File: config.mk
export PLATFORM = sky130hd
export DESIGN_NAME = reg_dump_reader
export DESIGN_NICKNAME = d
export VERILOG_FILES = /design/src/rtl/mips_dbg_pkg.sv /design/src/rtl/dump_out_reg.sv /design/src/rtl/reg_dump_reader.sv
export SDC_FILE = /design/constraint.sdc
export NUM_CORES = 1
export LEC_CHECK = 0
export CAP_MARGIN = 20
export CORE_MARGIN = 2
export CORE_UTILIZATION = 42
export DETAILED_ROUTE_END_ITERATION = 10
export PLACE_DENSITY = 0.79
export SYNTH_ARGS = -nofsm -noshare
export SYNTH_HDL_FRONTEND = slang
export SYNTH_SLANG_ARGS = --single-unit
File: constraint.sdc
create_clock -name clock -period 1.9 [get_ports clock]
set_input_delay 0.285 -clock clock [delete_from_list [all_inputs] [get_ports clock]]
set_output_delay 0.285 -clock clock [all_outputs]
set_load 0.02 [all_outputs]
File: src/rtl/mips_dbg_pkg.sv
// mips_dbg_pkg: shared types and constants for the register-file debug readback slice
package mips_dbg_pkg;
  typedef enum logic [1:0] {IDLE, CAPTURE, HOLD, DONE} state_t;
  localparam int REG_COUNT = 32;
  localparam int REG_ADDR_W = 5;
  localparam int DATA_W = 32;
  localparam logic [REG_ADDR_W-1:0] REG_ZERO = 5'd0;
endpackage

File: src/rtl/dump_out_reg.sv
// dump_out_reg: output holding register for the dump stream with valid/ready hold
module dump_out_reg import mips_dbg_pkg::*; #(
  parameter int DW = DATA_W,
  parameter int AW = REG_ADDR_W
) (
  input  logic          clock,
  input  logic          reset_n,
  input  logic          load,
  input  logic          flush,
  input  logic          dump_ready,
  input  logic [DW-1:0] d_data,
  input  logic [AW-1:0] d_idx,
  input  logic          d_last,
  output logic          dump_valid,
  output logic [DW-1:0] dump_data,
  output logic [AW-1:0] dump_idx,
  output logic          dump_last
);
  always_ff @(posedge clock or negedge reset_n)
    if (!reset_n) begin
      dump_valid <= 1'b0;
      dump_data  <= '0;
      dump_idx   <= '0;
      dump_last  <= 1'b0;
    end else if (load) begin
      dump_valid <= 1'b1;
      dump_data  <= d_data;
      dump_idx   <= d_idx;
      dump_last  <= d_last;
    end else if (flush || (dump_valid && dump_ready)) begin
      dump_valid <= 1'b0;
    end
endmodule

File: src/rtl/reg_dump_reader.sv
// reg_dump_reader: walks the register file, streams each word with its index, flags stale dumps
module reg_dump_reader import mips_dbg_pkg::*; #(
  parameter int DATA_W    = mips_dbg_pkg::DATA_W,
  parameter int ADDR_W    = REG_ADDR_W,
  parameter int FIRST_REG = 0,
  parameter int LAST_REG  = REG_COUNT - 1
) (
  input  logic              clock,
  input  logic              reset_n,
  input  logic              start,
  input  logic              abort,
  output logic [ADDR_W-1:0] rf_addr,
  input  logic [DATA_W-1:0] rf_data,
  input  logic              rf_wr_en,
  input  logic [ADDR_W-1:0] rf_wr_addr,
  output logic              dump_valid,
  input  logic              dump_ready,
  output logic [DATA_W-1:0] dump_data,
  output logic [ADDR_W-1:0] dump_idx,
  output logic              dump_last,
  output logic              busy,
  output logic              done,
  output logic              stale
);
  localparam logic [ADDR_W-1:0] FIRST_A = ADDR_W'(FIRST_REG);
  localparam logic [ADDR_W-1:0] LAST_A  = ADDR_W'(LAST_REG);
  state_t state, state_nxt;
  logic [ADDR_W-1:0] ptr, ptr_nxt;
  logic stale_nxt, hit;
  assign rf_addr = ptr;
  assign busy    = state != IDLE;
  assign done    = state == DONE;
  assign hit     = busy && rf_wr_en && rf_wr_addr != ADDR_W'(REG_ZERO)
                   && int'(rf_wr_addr) >= FIRST_REG && rf_wr_addr <= ptr;
  always_comb begin
    state_nxt = state;
    ptr_nxt   = ptr;
    stale_nxt = stale | hit;
    unique case (state)
      IDLE: if (start && !abort) begin
        state_nxt = CAPTURE;
        ptr_nxt   = FIRST_A;
        stale_nxt = 1'b0;
      end
      CAPTURE: state_nxt = abort ? IDLE : HOLD;
      HOLD: if (abort) state_nxt = IDLE;
      else if (dump_valid && dump_ready) begin
        state_nxt = dump_last ? DONE : CAPTURE;
        ptr_nxt   = dump_last ? ptr : ptr + 1'b1;
      end
      DONE: state_nxt = IDLE;
      default: state_nxt = IDLE;
    endcase
  end
  always_ff @(posedge clock or negedge reset_n)
    if (!reset_n) begin
      state <= IDLE;
      ptr   <= FIRST_A;
      stale <= 1'b0;
    end else begin
      state <= state_nxt;
      ptr   <= ptr_nxt;
      stale <= stale_nxt;
    end
  dump_out_reg #(.DW(DATA_W), .AW(ADDR_W)) u_out (
    .clock      (clock),
    .reset_n    (reset_n),
    .load       (state == CAPTURE && !abort),
    .flush      (abort),
    .dump_ready (dump_ready),
    .d_data     (rf_data),
    .d_idx      (ptr),
    .d_last     (ptr == LAST_A),
    .dump_valid (dump_valid),
    .dump_data  (dump_data),
    .dump_idx   (dump_idx),
    .dump_last  (dump_last)
  );
endmodule
==> impl_metrics.env, run 1 <==
export IMPL_worstSetupPathType="flip-flop to output port"
export IMPL_p_seq_frac=0.433
export IMPL_hp_class="flip-flop to flip-flop"
export IMPL_drtAntennaViolNets=0
export IMPL_min_path_cells=1
export IMPL_final_area_sq_um=3190
export IMPL_avgSynthCellArea_sq_um=14.2
export IMPL_die_h_um=75.6
export IMPL_dp_hpwl_um=3260
export IMPL_grt_pass1_vias=1462
export IMPL_hold_end="u_out.dump_data[11]"
export IMPL_post_cts_buffers=0
export IMPL_fin_worst_skew_ns=0.00266
export IMPL_ir_drop_mv=0.582
export IMPL_r2r_end="stale"
export IMPL_fin_crit_ns=1.81
export IMPL_placed_area_sq_um=3090
export IMPL_core_sq_um=5010
export IMPL_arrival_ns=1.52
export IMPL_post_drt_wl_per_cell_um=14.1
export IMPL_hold_ws_ns=0.510
export IMPL_r2r_setup_slack_ns=0.36
export IMPL_start_kind="flip-flop"
export IMPL_antenna_found_initial=0
export IMPL_synthCells=152
export IMPL_worst_pin_slew_ns=0.288
export IMPL_cellPowerDensity_nw_per_um2=976
export IMPL_yosysSeqAreaShare=0.547
export IMPL_crit_path_end_kind="output port"
export IMPL_status="completed"
export IMPL_finalHoldViolations=0
export IMPL_cts_htree_levels=2
export IMPL_grt_pass1_wl_um=6900
export IMPL_syn_nets=202
export IMPL_vias_per_cell=4.84
export IMPL_clk_latency_ns=0.29
export IMPL_fin_setup_tns_ns=0
export IMPL_synth_area_sq_um=2150
export IMPL_cts_clk_slew_worst_paths_ns=0.08
export IMPL_drt_iter0_drc=37
export IMPL_p_leak_nw=1.36
export IMPL_fill_cells=393
export IMPL_dieArea_sq_um=5710
export IMPL_p_int_w=0.00217
export IMPL_drive_gt1_frac=0.220
export IMPL_numCtsBuffers=5
export IMPL_pwr_share_comb=0.384
export IMPL_grt_usage=0.161
export IMPL_crit_required_ns=1.62
export IMPL_die_width_um=75.6
export IMPL_ios=90
export IMPL_first_pass_iters=4
export IMPL_min_delay_start="u_out.dump_data[11]"
export IMPL_pwr_share_clk=0.183
export IMPL_core_rowCount=26
export IMPL_grt_max_degree=48
export IMPL_yosysUniqueCellTypes=33
export IMPL_p_sw_w=0.000944
export IMPL_layout_nets=295
export IMPL_clk_path_buf_depth=2
export IMPL_cp_max_fo=6
export IMPL_vias=1531
export IMPL_power_switching_fraction=0.304
export IMPL_syn_to_final_growth_pct=48.0
export IMPL_wl_um=4450
export IMPL_slew_violations=0
export IMPL_rsz0062_at_grt="no"
export IMPL_timing_fmax_ghz=0.553
export IMPL_reg2reg_depth=6
export IMPL_maxCapViolations=0
export IMPL_root_buffer="clkbuf_8"
export IMPL_cts_tree="built"
export IMPL_ys_ff_latch=47
export IMPL_synth_warnings=0
export IMPL_setup_viol=0
export IMPL_drc_errors=0
export IMPL_r2r_start="rf_addr[3]"
export IMPL_relSlewSlack=0.808
export IMPL_io_buffers=89
export IMPL_place_congestion=0.730
export IMPL_clkSinkCount=47
export IMPL_insertedDiodeCount=0
export IMPL_start_util=0.430
export IMPL_grt_overflow_total=0
export IMPL_timing_final_crit_share=0.952
-- state kept, by name (all words and copies together), names as in the netlist --
signal	flops
rf_addr	5
stale	1
state	2
u_out.dump_data	32
u_out.dump_idx	5
u_out.dump_last	1
u_out.dump_valid	1
-- per-stage QoR --
stage / power [W] / setup WS, ns / cells / utilization
floorplan: 0.00196 / 0.385 / 152 / -
global placement: 0.00254 / 0.190 / 307 / 0.617
detailed placement: 0.00257 / 0.158 / 307 / 0.617
CTS: 0.00315 / 0.0595 / 316 / 0.636
global route: 0.00328 / 0.0156 / 316 / 0.636
finish: 0.00311 / 0.0921 / 316 / 0.636
-- worst max-delay path by stage --
stage	from	to
final	state[0]	done
after global routing	state[0]	done
after CTS	state[1]	done
after detailed placement	abort	u_out.dump_data[29]
after global placement	rf_wr_addr[3]	stale
after floorplan	rf_addr[3]	stale
-- worst max-delay path, stage by stage (launching register included) --
cell and delay (ns):
dfrtp_1 0.48, and2_1 0.16, clkdlybuf4s50_1 0.60
-- layout by cell type, fill, tap and decap left out, types with 2 or more instances in the layout --
cell	count
clkdlybuf4s50_1	87
dfrtp_1	46
mux2_4	20
mux2_2	18
inv_1	7
nor2_1	7
ha_1	7
nand3_1	6
a21oi_1	6
o21ai_0	5
clkbuf_8	5
nand2_1	2
nand2b_1	2
nand4b_1	2
buf_12	2
-- repair_timing --
| item | CTS | global route |
|---|---|---|
| hold buffers | 1 | 0 |
| hold endpoints to repair | 47 | 0 |
| setup endpoints to repair | 1 | 1 |
| gates cloned | 0 | 0 |
| pin swaps | 0 | 0 |
| resized for setup | 1 | 1 |
-- cell families (layout without fill, tap and decap cells) --
family                   count (synthesis)  in the layout  share of synthesized area
buffers and inverters                   13            107                     0.0471
flip-flops                              47             47                      0.547
AND/OR/NAND/NOR                         29             29                     0.0779
AO/OA/AOI/OAI                           17             17                     0.0500
adder cells (fa/ha/maj)                  7              7                     0.0407
multiplexers                            38             38                      0.234
XOR/XNOR                                 1              1                    0.00407
-- layout make-up --
cell class	instances	area [sq um]	area share
flip-flops and latches	47	1180	0.370
repair buffers	92	935	0.293
multi-input cells	92	875	0.275
well taps	70	87.6	0.0275
clock buffers	6	72.6	0.0228
inverters	7	26.3	0.00825
clock inverters	2	12.5	0.00393
-- power groups by stage --
stage          sequential, W  clock [W]  combinational [W]
6_report             0.00135   0.000568            0.00119
4_1_cts              0.00135   0.000596            0.00121
3_5_place_dp         0.00137          0            0.00120
5_1_grt              0.00137   0.000630            0.00128
2_1_floorplan        0.00162          0           0.000335
3_3_place_gp         0.00135          0            0.00119
-- layer usage --
metal,part of all wire,vias up,GRT usage
met5,0,-,0
met4,0.0076,0,0.0487
met3,0.095,5,0.0569
met2,0.47,62,0.252
met1,0.43,745,0.213
li1,-,719,-
-- synth_stat cells (all sizes together) --
| cell | n | share of area |
|---|---|---|
| o21ai | 5 | 0.012 |
| nand4 | 1 | 0.0029 |
| mux2 | 38 | 0.23 |
| nand2b | 3 | 0.012 |
| nor2b | 1 | 0.0029 |
| nand2 | 2 | 0.0035 |
| and2 | 1 | 0.0029 |
| and3 | 1 | 0.0029 |
| or2 | 2 | 0.0058 |
| a21o | 1 | 0.0035 |
| nor4 | 1 | 0.0029 |
| o2bb2ai | 1 | 0.0041 |
| ha | 7 | 0.041 |
| nand3 | 6 | 0.014 |
| xnor2 | 1 | 0.0041 |
| o22ai | 1 | 0.0029 |
| buf | 6 | 0.035 |
| nand4b | 2 | 0.0081 |
| nor2 | 8 | 0.017 |
| a21oi | 7 | 0.018 |
| a211o | 1 | 0.0041 |
| nor3 | 1 | 0.0023 |
| a211oi | 1 | 0.0058 |
| inv | 7 | 0.012 |
| dfrtp | 47 | 0.55 |
(Power assumes the default switching activity.)
==> run 2, diff against run 1 <==
PLACE_DENSITY = 0.8   (was 0.79)
SYNTH_HIERARCHICAL = 1   (was unset)
==> impl_metrics.env, run 2 <==
export IMPL_cellPowerDensity_nw_per_um2=1000
export IMPL_synthCells=147
export IMPL_clk_path_buf_depth=2
export IMPL_timing_final_crit_share=0.966
export IMPL_yosysUniqueCellTypes=33
export IMPL_yosysSeqAreaShare=0.567
export IMPL_final_common_cell="clkdlybuf4s50_1"
export IMPL_first_pass_iters=2
export IMPL_post_cts_buffers=0
export IMPL_crit_buf_inv=1
export IMPL_start_util=0.436
export IMPL_slew_violations=0
export IMPL_synth_top_cells_by_count="dfrtp_1, mux2_2, mux2_4, ha_1, inv_1"
export IMPL_synth_warnings=6
export IMPL_cts_tree="built"
export IMPL_cp_slowest_stage_delay_ns=0.55
export IMPL_crit_path_end_kind="output port"
export IMPL_avgSynthCellArea_sq_um=14.1
export IMPL_crit_required_ns=1.62
export IMPL_synth_edf_count=0
export IMPL_fin_total_pwr_w=0.00320
export IMPL_hp_class="input port to async pin"
export IMPL_grt_overflow_total=0
export IMPL_grtUsageMet1=0.213
export IMPL_path_cells="or2_1, clkdlybuf4s50_1"
export IMPL_yosys_area_top_type="dfrtp_1"
export IMPL_place_ws_ns=0.158
export IMPL_timing_fmax_ghz=0.545
export IMPL_drt_iter0_drc=45
export IMPL_drive_gt1_frac=0.234
export IMPL_ios=90
export IMPL_grt_pass1_wl_um=7040
export IMPL_cp_max_fo=7
export IMPL_fin_ws_ns=0.0640
export IMPL_cts_clk_slew_worst_paths_ns=0.09
export IMPL_rsz0062_at_grt="no"
export IMPL_relSlewSlack=0.737
export IMPL_busiest_layer="met2"
export IMPL_grt_usage=0.169
export IMPL_clkSinkCount=47
export IMPL_fill_cells=370
export IMPL_syn_to_final_growth_pct=53.8
export IMPL_wl_um=4370
export IMPL_dp_hpwl_um=3300
export IMPL_hold_ws_ns=0.428
export IMPL_ir_drop_mv=0.628
export IMPL_io_buffers=89
export IMPL_clk_latency_ns=0.30
export IMPL_numCtsBuffers=5
export IMPL_slowest_stage="clkdlybuf4s50_1"
export IMPL_root_buffer="clkbuf_8"
export IMPL_start_kind="flip-flop"
export IMPL_largest_reg_flops=32
export IMPL_most_common_layout_cells="clkdlybuf4s50_1, dfrtp_1, mux2_2"
export IMPL_largest_register="u_out/dump_data"
export IMPL_ys_ff_latch=47
export IMPL_status="completed"
export IMPL_fin_crit_ns=1.84
export IMPL_grtUsageMet2=0.280
export IMPL_core_sq_um=4750
export IMPL_cts_htree_levels=2
export IMPL_insertedDiodeCount=0
export IMPL_fin_worst_skew_ns=0.00684
export IMPL_met3_usage=0.0461
export IMPL_fin_setup_tns_ns=0
export IMPL_place_congestion=0.821
export IMPL_grt_max_degree=40
export IMPL_layout_nets=293
export IMPL_worstSetupPathType="flip-flop to output port"
export IMPL_core_rowCount=25
export IMPL_p_leak_nw=1.39
export IMPL_grt_pass1_vias=1476
export IMPL_stdcell_count=311
export IMPL_finalHoldViolations=0
export IMPL_dieArea_sq_um=5510
export IMPL_cpLargestDelayFamily="buffers and inverters"
export IMPL_vias=1464
export IMPL_synth_top_cell_area_share=0.567
export IMPL_die_width_um=74.3
export IMPL_vias_per_cell=4.71
export IMPL_worst_pin_slew_ns=0.394
export IMPL_placed_cells=302
export IMPL_maxCapViolations=0
export IMPL_drc_errors=0
export IMPL_arrival_ns=1.55
export IMPL_yosysMostFrequentCell="dfrtp_1"
export IMPL_die_h_um=74.3
export IMPL_antenna_found_initial=0
export IMPL_synth_flop_cell="dfrtp_1"
export IMPL_setup_viol=0
export IMPL_post_drt_wl_per_cell_um=14.1
export IMPL_synth_area_leaders="dfrtp_1, mux2_2, mux2_4"
export IMPL_syn_nets=197
export IMPL_synthArstFlopShare=1.00
export IMPL_synth_area_sq_um=2070
export IMPL_drtAntennaViolNets=0
export IMPL_cts_resized=0
run 2: changes by cell type in the layout (fill, tap and decap cells not counted), sizes merged, moves of 2 or more:
cell	change
nand3	-2
nand2b	-3
a21oi	-2
nor2	-3
nand2	+2
nor3b	+2
and2b	+2
or2b	+2
run 2: repair_timing:
action	in CTS	in global routing
setup endpoints to repair	0	0
hold buffers	1	0
hold endpoints to repair	15	0
run 2: through the flow:
step | util | area [sq um]
after floorplan | - | 2070
after global placement | 0.644 | 3060
after detailed placement | 0.644 | 3060
after CTS | 0.671 | 3190
after global routing | 0.671 | 3190
final | 0.671 | 3190
run 2: per-layer routing:
layer / share of wire / routed length [um]
met1: 0.42 / 1840
met2: 0.52 / 2290
met3: 0.039 / 171
met4: 0.018 / 80
met5: 0 / 0
run 2: logic make-up (layout without fill, tap and decap cells):
logic type,Yosys count,in the layout,synth area share
AOI/OAI and AO/OA,12,12,0.0314
adders and majority gates,7,7,0.0422
DFF,47,47,0.567
buffers and inverters,10,107,0.0290
xor gates and xnor gates,1,1,0.00423
and+or+nand+nor,31,31,0.0984
muxes,39,39,0.228
run 2: final cells by class:
| class | instances | area [sq um] | area share |
|---|---|---|---|
| Inverter | 6 | 22.5 | 0.00706 |
| Clock inverter | 2 | 35.0 | 0.0110 |
| Timing Repair Buffer | 93 | 943 | 0.296 |
| Tap cell | 67 | 83.8 | 0.0263 |
| Clock buffer | 6 | 82.6 | 0.0259 |
| Sequential cell | 47 | 1180 | 0.369 |
| Multi-Input combinational cell | 90 | 845 | 0.265 |
run 2: final timing paths:
kind,depth (start not counted),from,slack [ns],end
max,2,state[1],0.06,busy
min,2,reset_n,0.43,u_out/dump_data[0]
max reg2reg,6,rf_addr[3],0.33,stale
min reg2reg,1,u_out/dump_idx[0],0.51,u_out/dump_idx[0]
max in group asynchronous,3,reset_n,0.97,u_out/dump_data[26]
min in group clock,1,u_out/dump_idx[0],0.51,u_out/dump_idx[0]
run 2: power breakdown:
group          leakage, nW  switching [W]  internal (W)
combinational        0.745       0.000483      0.000642
sequential           0.585       0.000111       0.00121
clock               0.0612       0.000328      0.000426
==> run 3, diff against run 2 <==
MAX_ROUTING_LAYER = met4   (was unset)
==> impl_metrics.env, run 3 (same netlist as run 2, synthesis figures left out) <==
export IMPL_cts_htree_levels=2
export IMPL_vias_per_cell=4.70
export IMPL_grt_usage=0.174
export IMPL_pwr_share_comb=0.352
export IMPL_place_congestion=0.833
export IMPL_dieArea_sq_um=5510
export IMPL_cp_startpoint="state[1]"
export IMPL_final_core_util=0.671
export IMPL_die_h_um=74.3
export IMPL_fill_cells=370
export IMPL_syn_to_final_growth_pct=53.8
export IMPL_timing_fmax_ghz=0.546
export IMPL_worst_pin_slew_ns=0.399
export IMPL_critPathCapture="busy"
export IMPL_largest_reg_flops=32
export IMPL_status="completed"
export IMPL_path_cells="or2_1, clkdlybuf4s50_1"
export IMPL_r2r_end="stale"
export IMPL_grt_overflow_total=0
export IMPL_vias=1462
export IMPL_grt_pass1_vias=1474
export IMPL_grtUsageMet2=0.280
export IMPL_placed_cells=302
export IMPL_fin_setup_tns_ns=0
export IMPL_core_rowCount=25
export IMPL_numCtsBuffers=5
export IMPL_grt_pass1_wl_um=7040
export IMPL_root_buffer="clkbuf_8"
export IMPL_arrival_ns=1.55
export IMPL_grt_max_degree=40
export IMPL_ir_drop_mv=0.627
export IMPL_dp_hpwl_um=3300
export IMPL_clk_path_buf_depth=2
export IMPL_fin_crit_ns=1.83
export IMPL_cellPowerDensity_nw_per_um2=1000
export IMPL_drtAntennaViolNets=0
export IMPL_rsz0062_at_grt="no"
export IMPL_drt_iter0_drc=39
export IMPL_relSlewSlack=0.734
export IMPL_pwr_share_clk=0.235
export IMPL_cts_clk_slew_worst_paths_ns=0.09
export IMPL_met3_usage=0.0461
export IMPL_r2r_start="rf_addr[3]"
export IMPL_post_drt_wl_per_cell_um=14.1
export IMPL_wl_um=4380
export IMPL_p_sw_w=0.000923
export IMPL_busiest_layer="met2"
export IMPL_drc_errors=0
export IMPL_stdcell_count=311
export IMPL_setup_viol=0
export IMPL_ios=90
export IMPL_worstSetupPathType="flip-flop to output port"
export IMPL_maxCapViolations=0
export IMPL_cts_resized=0
export IMPL_finalHoldViolations=0
export IMPL_path_depth=2
export IMPL_first_pass_iters=4
export IMPL_crit_buf_inv=1
export IMPL_timing_final_crit_share=0.965
export IMPL_p_seq_frac=0.413
export IMPL_cpLargestDelayFamily="buffers and inverters"
export IMPL_cp_max_fo=7
export IMPL_antenna_found_initial=0
export IMPL_insertedDiodeCount=0
export IMPL_fin_worst_skew_ns=0.00865
export IMPL_core_sq_um=4750
export IMPL_multi_input_area_sq_um=845
export IMPL_p_int_w=0.00228
export IMPL_clk_latency_ns=0.30
export IMPL_hp_class="input port to async pin"
export IMPL_crit_path_end_kind="output port"
export IMPL_cp_slowest_stage_delay_ns=0.55
export IMPL_p_leak_nw=1.39
export IMPL_die_width_um=74.3
export IMPL_clkSinkCount=47
export IMPL_slew_violations=0
export IMPL_regArea_sq_um=1180
export IMPL_final_common_cell="clkdlybuf4s50_1"
export IMPL_placed_area_sq_um=3060
export IMPL_layout_nets=293
export IMPL_slowest_stage="clkdlybuf4s50_1"
export IMPL_drive_gt1_frac=0.234
export IMPL_io_buffers=89
export IMPL_r2r_setup_slack_ns=0.33
export IMPL_power_switching_fraction=0.288
export IMPL_largest_register="u_out/dump_data"
export IMPL_most_common_layout_cells="clkdlybuf4s50_1, dfrtp_1, mux2_2"
export IMPL_grtUsageMet1=0.213
export IMPL_cts_tree="built"
export IMPL_crit_required_ns=1.62
export IMPL_reg2reg_depth=6
export IMPL_start_kind="flip-flop"
export IMPL_start_util=0.436
export IMPL_final_area_sq_um=3190
-- run 3: cell counts in the layout (fill, tap and decap cells not counted) --
No cell type changed its count.
-- run 3: final cells by class --
cell class / instances / area share
clock buffer: 6 / 0.0259
tap: 67 / 0.0263
multi-input combinational: 90 / 0.265
inverter: 6 / 0.00706
timing repair buffer: 93 / 0.296
clock inverter: 2 / 0.0110
sequential: 47 / 0.369
-- run 3: metal layers --
| metal | vias to the layer above | wire, um | share of wire |
|---|---|---|---|
| li1 | 714 | - | - |
| met1 | 699 | 1820 | 0.41 |
| met2 | 42 | 2310 | 0.53 |
| met3 | 7 | 171 | 0.039 |
| met4 | 0 | 82 | 0.019 |
| met5 | - | 0 | 0 |
-- run 3: power groups by stage --
stage                     logic, W  registers (W)  clock network (W)
after floorplan           0.000278        0.00159                  0
after global placement     0.00112        0.00133                  0
after detailed placement   0.00114        0.00134                  0
after CTS                  0.00114        0.00132           0.000773
after global routing       0.00119        0.00135           0.000815
final                      0.00113        0.00132           0.000753
-- run 3: stage by stage --
| stage | worst slack [ns] | hold WS [ns] | power [W] |
|---|---|---|---|
| 4_1_cts | 0.0516 | 0.436 | 0.00324 |
| 6_report | 0.0672 | 0.431 | 0.00320 |
| 3_5_place_dp | 0.158 | 0.232 | 0.00248 |
| 2_1_floorplan | 0.351 | -0.0106 | 0.00187 |
| 5_1_grt | 0.0103 | 0.450 | 0.00336 |
| 3_3_place_gp | 0.174 | 0.228 | 0.00245 |
-- run 3: how the worst min path moves through the flow --
stage | to | slack, ns
after global routing | u_out/dump_data[30] | 0.45
after global placement | u_out/dump_data[0] | 0.23
after floorplan | rf_addr[0] | -0.01
after CTS | u_out/dump_data[0] | 0.44
after detailed placement | u_out/dump_data[0] | 0.23
final | u_out/dump_data[0] | 0.43
-- run 3: timing repair --
| action | CTS | global route |
|---|---|---|
| hold endpoints to repair | 15 | 0 |
| buffers inserted | 0 | 0 |
| hold buffers | 1 | 0 |
